### config.mk
export PLATFORM = sky130hd
export DESIGN_NAME = deser_queue
export DESIGN_NICKNAME = d
export VERILOG_FILES = /design/src/rtl/deser_queue_pkg.sv /design/src/rtl/tick_gen.sv /design/src/rtl/deser_queue.sv
export SDC_FILE = /design/constraint.sdc
export NUM_CORES = 1
export LEC_CHECK = 0
export ABC_AREA = 1
export CORE_MARGIN = 10
export CORE_UTILIZATION = 40
export DETAILED_ROUTE_END_ITERATION = 12
export PLACE_DENSITY = 0.59
export SETUP_SLACK_MARGIN = 0.02
export SYNTH_ARGS = -nofsm -noshare
export SYNTH_HDL_FRONTEND = slang
export SYNTH_SLANG_ARGS = --single-unit
### constraint.sdc
create_clock -name clk -period 3.1 [get_ports clk]
set_input_delay 0.465 -clock clk [delete_from_list [all_inputs] [get_ports clk]]
set_output_delay 0.465 -clock clk [all_outputs]
set_load 0.05 [all_outputs]
### src/rtl/deser_queue_pkg.sv
// Shared types and width helpers for the deserialising receive queue.
package deser_queue_pkg;

  // Deserializer state: collecting bits, or holding a finished word for enqueue
  typedef enum logic {
    COLLECT = 1'b0,
    HOLD    = 1'b1
  } fsm_t;

  // Width of a counter that must hold values 0..n-1 (never narrower than 1)
  function automatic int cnt_w(input int n);
    return (n > 1) ? $clog2(n) : 1;
  endfunction

  // Occupancy counter width: must represent 0..depth inclusive
  function automatic int len_w(input int depth);
    return $clog2(depth + 1);
  endfunction

  // FIFO pointer width: wraps naturally over a power-of-two depth
  function automatic int ptr_w(input int depth);
    return cnt_w(depth);
  endfunction

endpackage

### src/rtl/tick_gen.sv
// Clock-enable tick generator: one-cycle pulse every DIV cycles of clk.
module tick_gen
  import deser_queue_pkg::*;
#(
  parameter int DIV = 10
) (
  input  logic clk,
  input  logic reset_n,
  output logic tick
);

  localparam int            CW   = cnt_w(DIV);
  localparam logic [CW-1:0] LAST = CW'(DIV - 1);

  logic [CW-1:0] cnt;

  // Tick is high for the whole cycle in which the count sits at DIV-1
  assign tick = (cnt == LAST);

  // Free-running 0..DIV-1 counter; with DIV=1 it stays at 0 and tick is constant
  always_ff @(posedge clk or negedge reset_n) begin
    if (!reset_n)  cnt <= '0;
    else if (tick) cnt <= '0;
    else           cnt <= cnt + 1'b1;
  end

endmodule

### src/rtl/deser_queue.sv
// Serial-to-parallel receive path: bit deserializer feeding a DEPTH-entry FIFO.
// Both halves run on clk and advance only on their own tick enables.
module deser_queue
  import deser_queue_pkg::*;
#(
  parameter int DATA_W    = 8,
  parameter int DEPTH     = 8,
  parameter int DESER_DIV = 10,
  parameter int QUEUE_DIV = 100,
  parameter bit MSB_FIRST = 1'b1
) (
  input  logic                       clk,
  input  logic                       reset_n,
  input  logic                       data_in,
  input  logic                       write_in,
  input  logic                       dequeue_in,
  output logic [DATA_W-1:0]          data_out,
  output logic [$clog2(DEPTH+1)-1:0] len_out,
  output logic                       status_out,
  output logic                       overflow,
  output logic                       underflow
);

  localparam int             LW       = len_w(DEPTH);
  localparam int             PW       = ptr_w(DEPTH);
  localparam int             BW       = cnt_w(DATA_W + 1);
  localparam logic [LW-1:0]  FULL_LEN = LW'(DEPTH);
  localparam logic [BW-1:0]  LAST_BIT = BW'(DATA_W - 1);

  logic dtick, qtick;

  tick_gen #(.DIV(DESER_DIV)) u_deser_tick (
    .clk     (clk),
    .reset_n (reset_n),
    .tick    (dtick)
  );

  tick_gen #(.DIV(QUEUE_DIV)) u_queue_tick (
    .clk     (clk),
    .reset_n (reset_n),
    .tick    (qtick)
  );

  fsm_t              state, state_nxt;
  logic [DATA_W-1:0] shreg;
  logic [BW-1:0]     bitcnt;
  logic [DATA_W-1:0] mem [DEPTH];
  logic [PW-1:0]     wr_ptr, rd_ptr;
  logic [LW-1:0]     len;

  logic take, last_bit, pending, enq, deq;

  // The finished word lives in shreg while in HOLD; pending is just the state.
  // Being a register, a word completing on a queue tick waits for the next one.
  assign pending  = (state == HOLD);
  assign take     = dtick && write_in && (state == COLLECT);
  assign last_bit = take && (bitcnt == LAST_BIT);
  assign deq      = qtick && dequeue_in && (len != '0);
  // A full queue still accepts the word when the same tick pops an entry
  assign enq      = qtick && pending && ((len != FULL_LEN) || deq);

  // Deserializer state register
  always_ff @(posedge clk or negedge reset_n) begin
    if (!reset_n) state <= COLLECT;
    else          state <= state_nxt;
  end

  // Next state: HOLD after the last bit of a word, back to COLLECT on enqueue
  always_comb begin
    state_nxt = state;
    case (state)
      COLLECT: if (last_bit) state_nxt = HOLD;
      HOLD:    if (enq)      state_nxt = COLLECT;
      default:               state_nxt = COLLECT;
    endcase
  end

  // Outputs decoded from state: accepting bits only while collecting
  always_comb begin
    status_out = (state == COLLECT);
  end

  // Shift register and bit counter; shreg is frozen in HOLD so it is the pending word
  always_ff @(posedge clk or negedge reset_n) begin
    if (!reset_n) begin
      shreg  <= '0;
      bitcnt <= '0;
    end else begin
      if (take) begin
        if (MSB_FIRST) shreg <= {shreg[DATA_W-2:0], data_in};
        else           shreg <= {data_in, shreg[DATA_W-1:1]};
      end
      if (enq)       bitcnt <= '0;
      else if (take) bitcnt <= bitcnt + 1'b1;
    end
  end

  // Sticky error flags, cleared only by reset
  always_ff @(posedge clk or negedge reset_n) begin
    if (!reset_n) begin
      overflow  <= 1'b0;
      underflow <= 1'b0;
    end else begin
      if (dtick && write_in && pending)           overflow  <= 1'b1;
      if (qtick && dequeue_in && (len == '0))     underflow <= 1'b1;
    end
  end

  // FIFO storage and pointers; on full enq+deq the write and read hit the same
  // slot, and the nonblocking read returns the old head as required
  always_ff @(posedge clk or negedge reset_n) begin
    if (!reset_n) begin
      for (int i = 0; i < DEPTH; i++) mem[i] <= '0;
      wr_ptr   <= '0;
      rd_ptr   <= '0;
      data_out <= '0;
    end else begin
      if (enq) begin
        mem[wr_ptr] <= shreg;
        wr_ptr      <= wr_ptr + 1'b1;
      end
      if (deq) begin
        data_out <= mem[rd_ptr];
        rd_ptr   <= rd_ptr + 1'b1;
      end
    end
  end

  // Occupancy counter kept separately from the pointers
  always_ff @(posedge clk or negedge reset_n) begin
    if (!reset_n) len <= '0;
    else begin
      case ({enq, deq})
        2'b10:   len <= len + 1'b1;
        2'b01:   len <= len - 1'b1;
        default: len <= len;
      endcase
    end
  end

  assign len_out = len;

endmodule

==> flow_summary.yaml <==
synthesis:
  synth_xor_area_share_pct: 1.00
  ys.flop_type: "dfrtp_1"
  synth_compound_area_share_pct: 7.35
  ys_seq_area_share_pct: 51.5
  synth.top_cell.area_share_pct: 51.5
  synth_edf_count: 0
  ys_types: 31
  synth_cells: 631
  avgSynthCellArea_sq_um: 8.31
  muxShareOfSynthArea_pct: 0
  yosys.area_share.simple_pct: 32.0
  ys_warn_count: 0
  ys_seq_elements: 108
  yosysMostFrequentCell: "nand2_1"
  synthTopCellsByArea: "dfrtp_1 52%, nand2_1 14%, nand4_1 7.9%"
  synthArstFlopShare_pct: 100
  synth_top_area_cell: "dfrtp_1"
  synth_common_cells: "199 x nand2_1, 108 x dfrtp_1, 69 x nor2_1"
  synth_area_sq_mm: 0.00525
  syn_nets: 643
  synth_top_family_by_area: "simple AND/OR/NAND/NOR gates"
  synthAdderAreaFrac_pct: 1.67
timing:
  period_share_pct: 73.8
  fin_worst_skew_ns: 0.00582
  fmax_mhz: 437
  slew_viol_final: 0
  fin_setup_tns_ns: 0
  min_period_ns: 2.29
  rsz0062_at_grt: "no"
  setup_violations: 0
  timing.hold.ws_ns: 0.105
  slew_headroom_pct: 28.7
  finalHoldViolations: 0
  worst_pin_slew_ns: 1.07
clocking:
  cts_sinks: 108
  cts_made_buffers: 9
  hold_buffers: 0
  cts_setup_buffers: 0
  clkSlewWorstSetupHoldPaths_ns: 0.07
  clockRootBuffer: "clkbuf_16"
  insertion_delay_ns: 0.35
  cts_tree: "yes"
  post_cts_resized: 0
  htree_levels: 3
  clockBufferDepth: 2
global_route:
  grt_pass1_wl_um: 21100
  antenna_found_initial: 0
  groute.usage.overall_pct: 14.5
  grt-ovfl-total: 0
  grt_max_degree: 68
  grt_pass1_vias: 4193
pwr:
  p_sw_share_pct: 21.5
  pwr-share-comb_pct: 2.8
  powerDensity_mw_per_mm2: 463
  switching_power_mw: 0.577
  power.share.clock_pct: 43.4
  ir_drop_mv: 0.285
  power.total_mw: 2.68
  p_int_mw: 2.11
  p_leak_nw: 2.88
  seq_power_share_pct: 53.8
place:
  gp_congestion: 0.799
  dpl.hpwl_um: 8170
  placed_cells: 791
  place_area_sq_mm: 0.00550
  portBuffers: 19
worst_hold_path:
  hold_class: "in -> async"
drt:
  vias: 4239
  dr.pass1.iters: 4
  viasPerCell: 5.25
  drt-initial-drc-count: 399
  drt-total-wl_um: 12600
  wl_per_cell_um: 15.6
  antenna_left: 0
  drc_errors: 0
critical_path:
  rr_worst_depth: 11
  path_max_fanout: 3
  timing.critical_path.to: "len_out[2]$_DFFE_PN0P_"
  criticalPathCategory: "reg -> reg"
  startpoint: "u_queue_tick.cnt[0]$_DFF_PN0_"
  worstPathArrival_ns: 2.56
  reg2reg_to: "len_out[2]$_DFFE_PN0P_"
  r2r-start: "u_queue_tick.cnt[0]$_DFF_PN0_"
  end_kind: "flip-flop"
  critPathRequiredTime_ns: 3.37
  regToRegSetupSlack_ns: 0.81
  cp-start-kind: "flip-flop"
die:
  start_util_pct: 41.2
  die_h_um: 135
  rows: 41
  pin_count: 20
  dieArea_sq_mm: 0.0181
  dieWidth_um: 135
  core_area_sq_mm: 0.0127
cells_and_area:
  fillers: 1281
  area_growth_pct: 10.5
  num-nets-final: 642
  drive_gt1_share_pct: 6.30
  diodes: 0
  final_cells: 807
  fin_area_sq_mm: 0.00580
run:
  max_cap_viol_count: 0
run_status:
  status: "finished, final reports clean"
[layout make-up]
class | instances | area (sq um) | share of cell area (%)
flip-flops and latches | 108 | 2700 | 46.6
repair buffers | 27 | 260 | 4.49
clock inverters | 4 | 47.5 | 0.820
inverters | 30 | 113 | 1.94
clock buffers | 12 | 256 | 4.42
multi-input cells | 454 | 2200 | 38.0
well taps | 172 | 215 | 3.71
[state kept, by name, indices dropped and copies added (netlist names)]
signal	flops
u_queue_tick.cnt	7
u_deser_tick.cnt	4
shreg	8
data_out	8
bitcnt	4
wr_ptr	3
len_out	4
overflow	1
pending	1
underflow	1
mem	64
rd_ptr	3
[how the worst min path moves through the flow]
stage | slack, ns | from | endpoint
finish | 0.11 | reset_n | u_queue_tick.cnt[3]$_DFF_PN0_
global route | 0.14 | reset_n | u_queue_tick.cnt[2]$_DFF_PN0_
CTS | 0.11 | reset_n | u_queue_tick.cnt[3]$_DFF_PN0_
detailed placement | 0.45 | mem[22]$_DFFE_PN0P_ | mem[22]$_DFFE_PN0P_
global placement | 0.45 | mem[16]$_DFFE_PN0P_ | mem[16]$_DFFE_PN0P_
floorplan | 0.17 | reset_n | bitcnt[0]$_DFFE_PN0P_
[metal layers]
metal	up-vias	GRT usage, %	share of wire [%]
li1	2102	-	-
met1	2019	19.7	47
met2	103	21.9	46
met3	15	2.26	5.2
met4	0	7.62	2.5
met5	-	0	0
[critical path, stage by stage, from the launching register on]
cell and delay (ns):
dfrtp_1 0.37, ha_1 0.22, inv_2 0.04, nor2_2 0.11
nand3_1 0.13, nor3_2 0.30, ha_1 0.28, xor2_1 0.22
ha_1 0.18, a21oi_1 0.04, xor2_1 0.16, o21ai_0 0.15
[cell families (layout without fill, tap and decap cells)]
logic type	after synthesis	in the layout
adders and majority gates	7	7
DFF	108	108
AOI/OAI and AO/OA	67	67
xor gates and xnor gates	6	6
buffers and inverters	69	73
and+or+nand+nor	374	374
[layout by cell type (no fill, tap or decap), types with 7 or more instances in the layout]
cell type,instances
o211ai_1,16
inv_1,23
a21oi_1,8
ha_1,7
nand2_1,199
clkbuf_16,9
clkdlybuf4s50_1,18
nor2_1,69
o21ai_0,39
dfrtp_1,108
nand4_1,66
buf_4,8
nand3_1,24
[power groups by stage]
stage	logic [mW]	registers [mW]	clock network [mW]
after floorplan	0.0383	1.46	0
after global placement	0.0759	1.47	0
after detailed placement	0.0778	1.47	0
after CTS	0.0778	1.44	1.20
after global routing	0.0871	1.44	1.26
final	0.0751	1.44	1.17
[through the flow]
| stage | util, % | setup slack [ns] |
|---|---|---|
| 2_1_floorplan | - | 0.624 |
| 3_3_place_gp | 43.2 | 0.552 |
| 3_5_place_dp | 43.2 | 0.512 |
| 4_1_cts | 45.6 | 0.814 |
| 5_1_grt | 45.6 | 0.600 |
| 6_report | 45.6 | 0.811 |
Power figures use the tool's default switching activity.
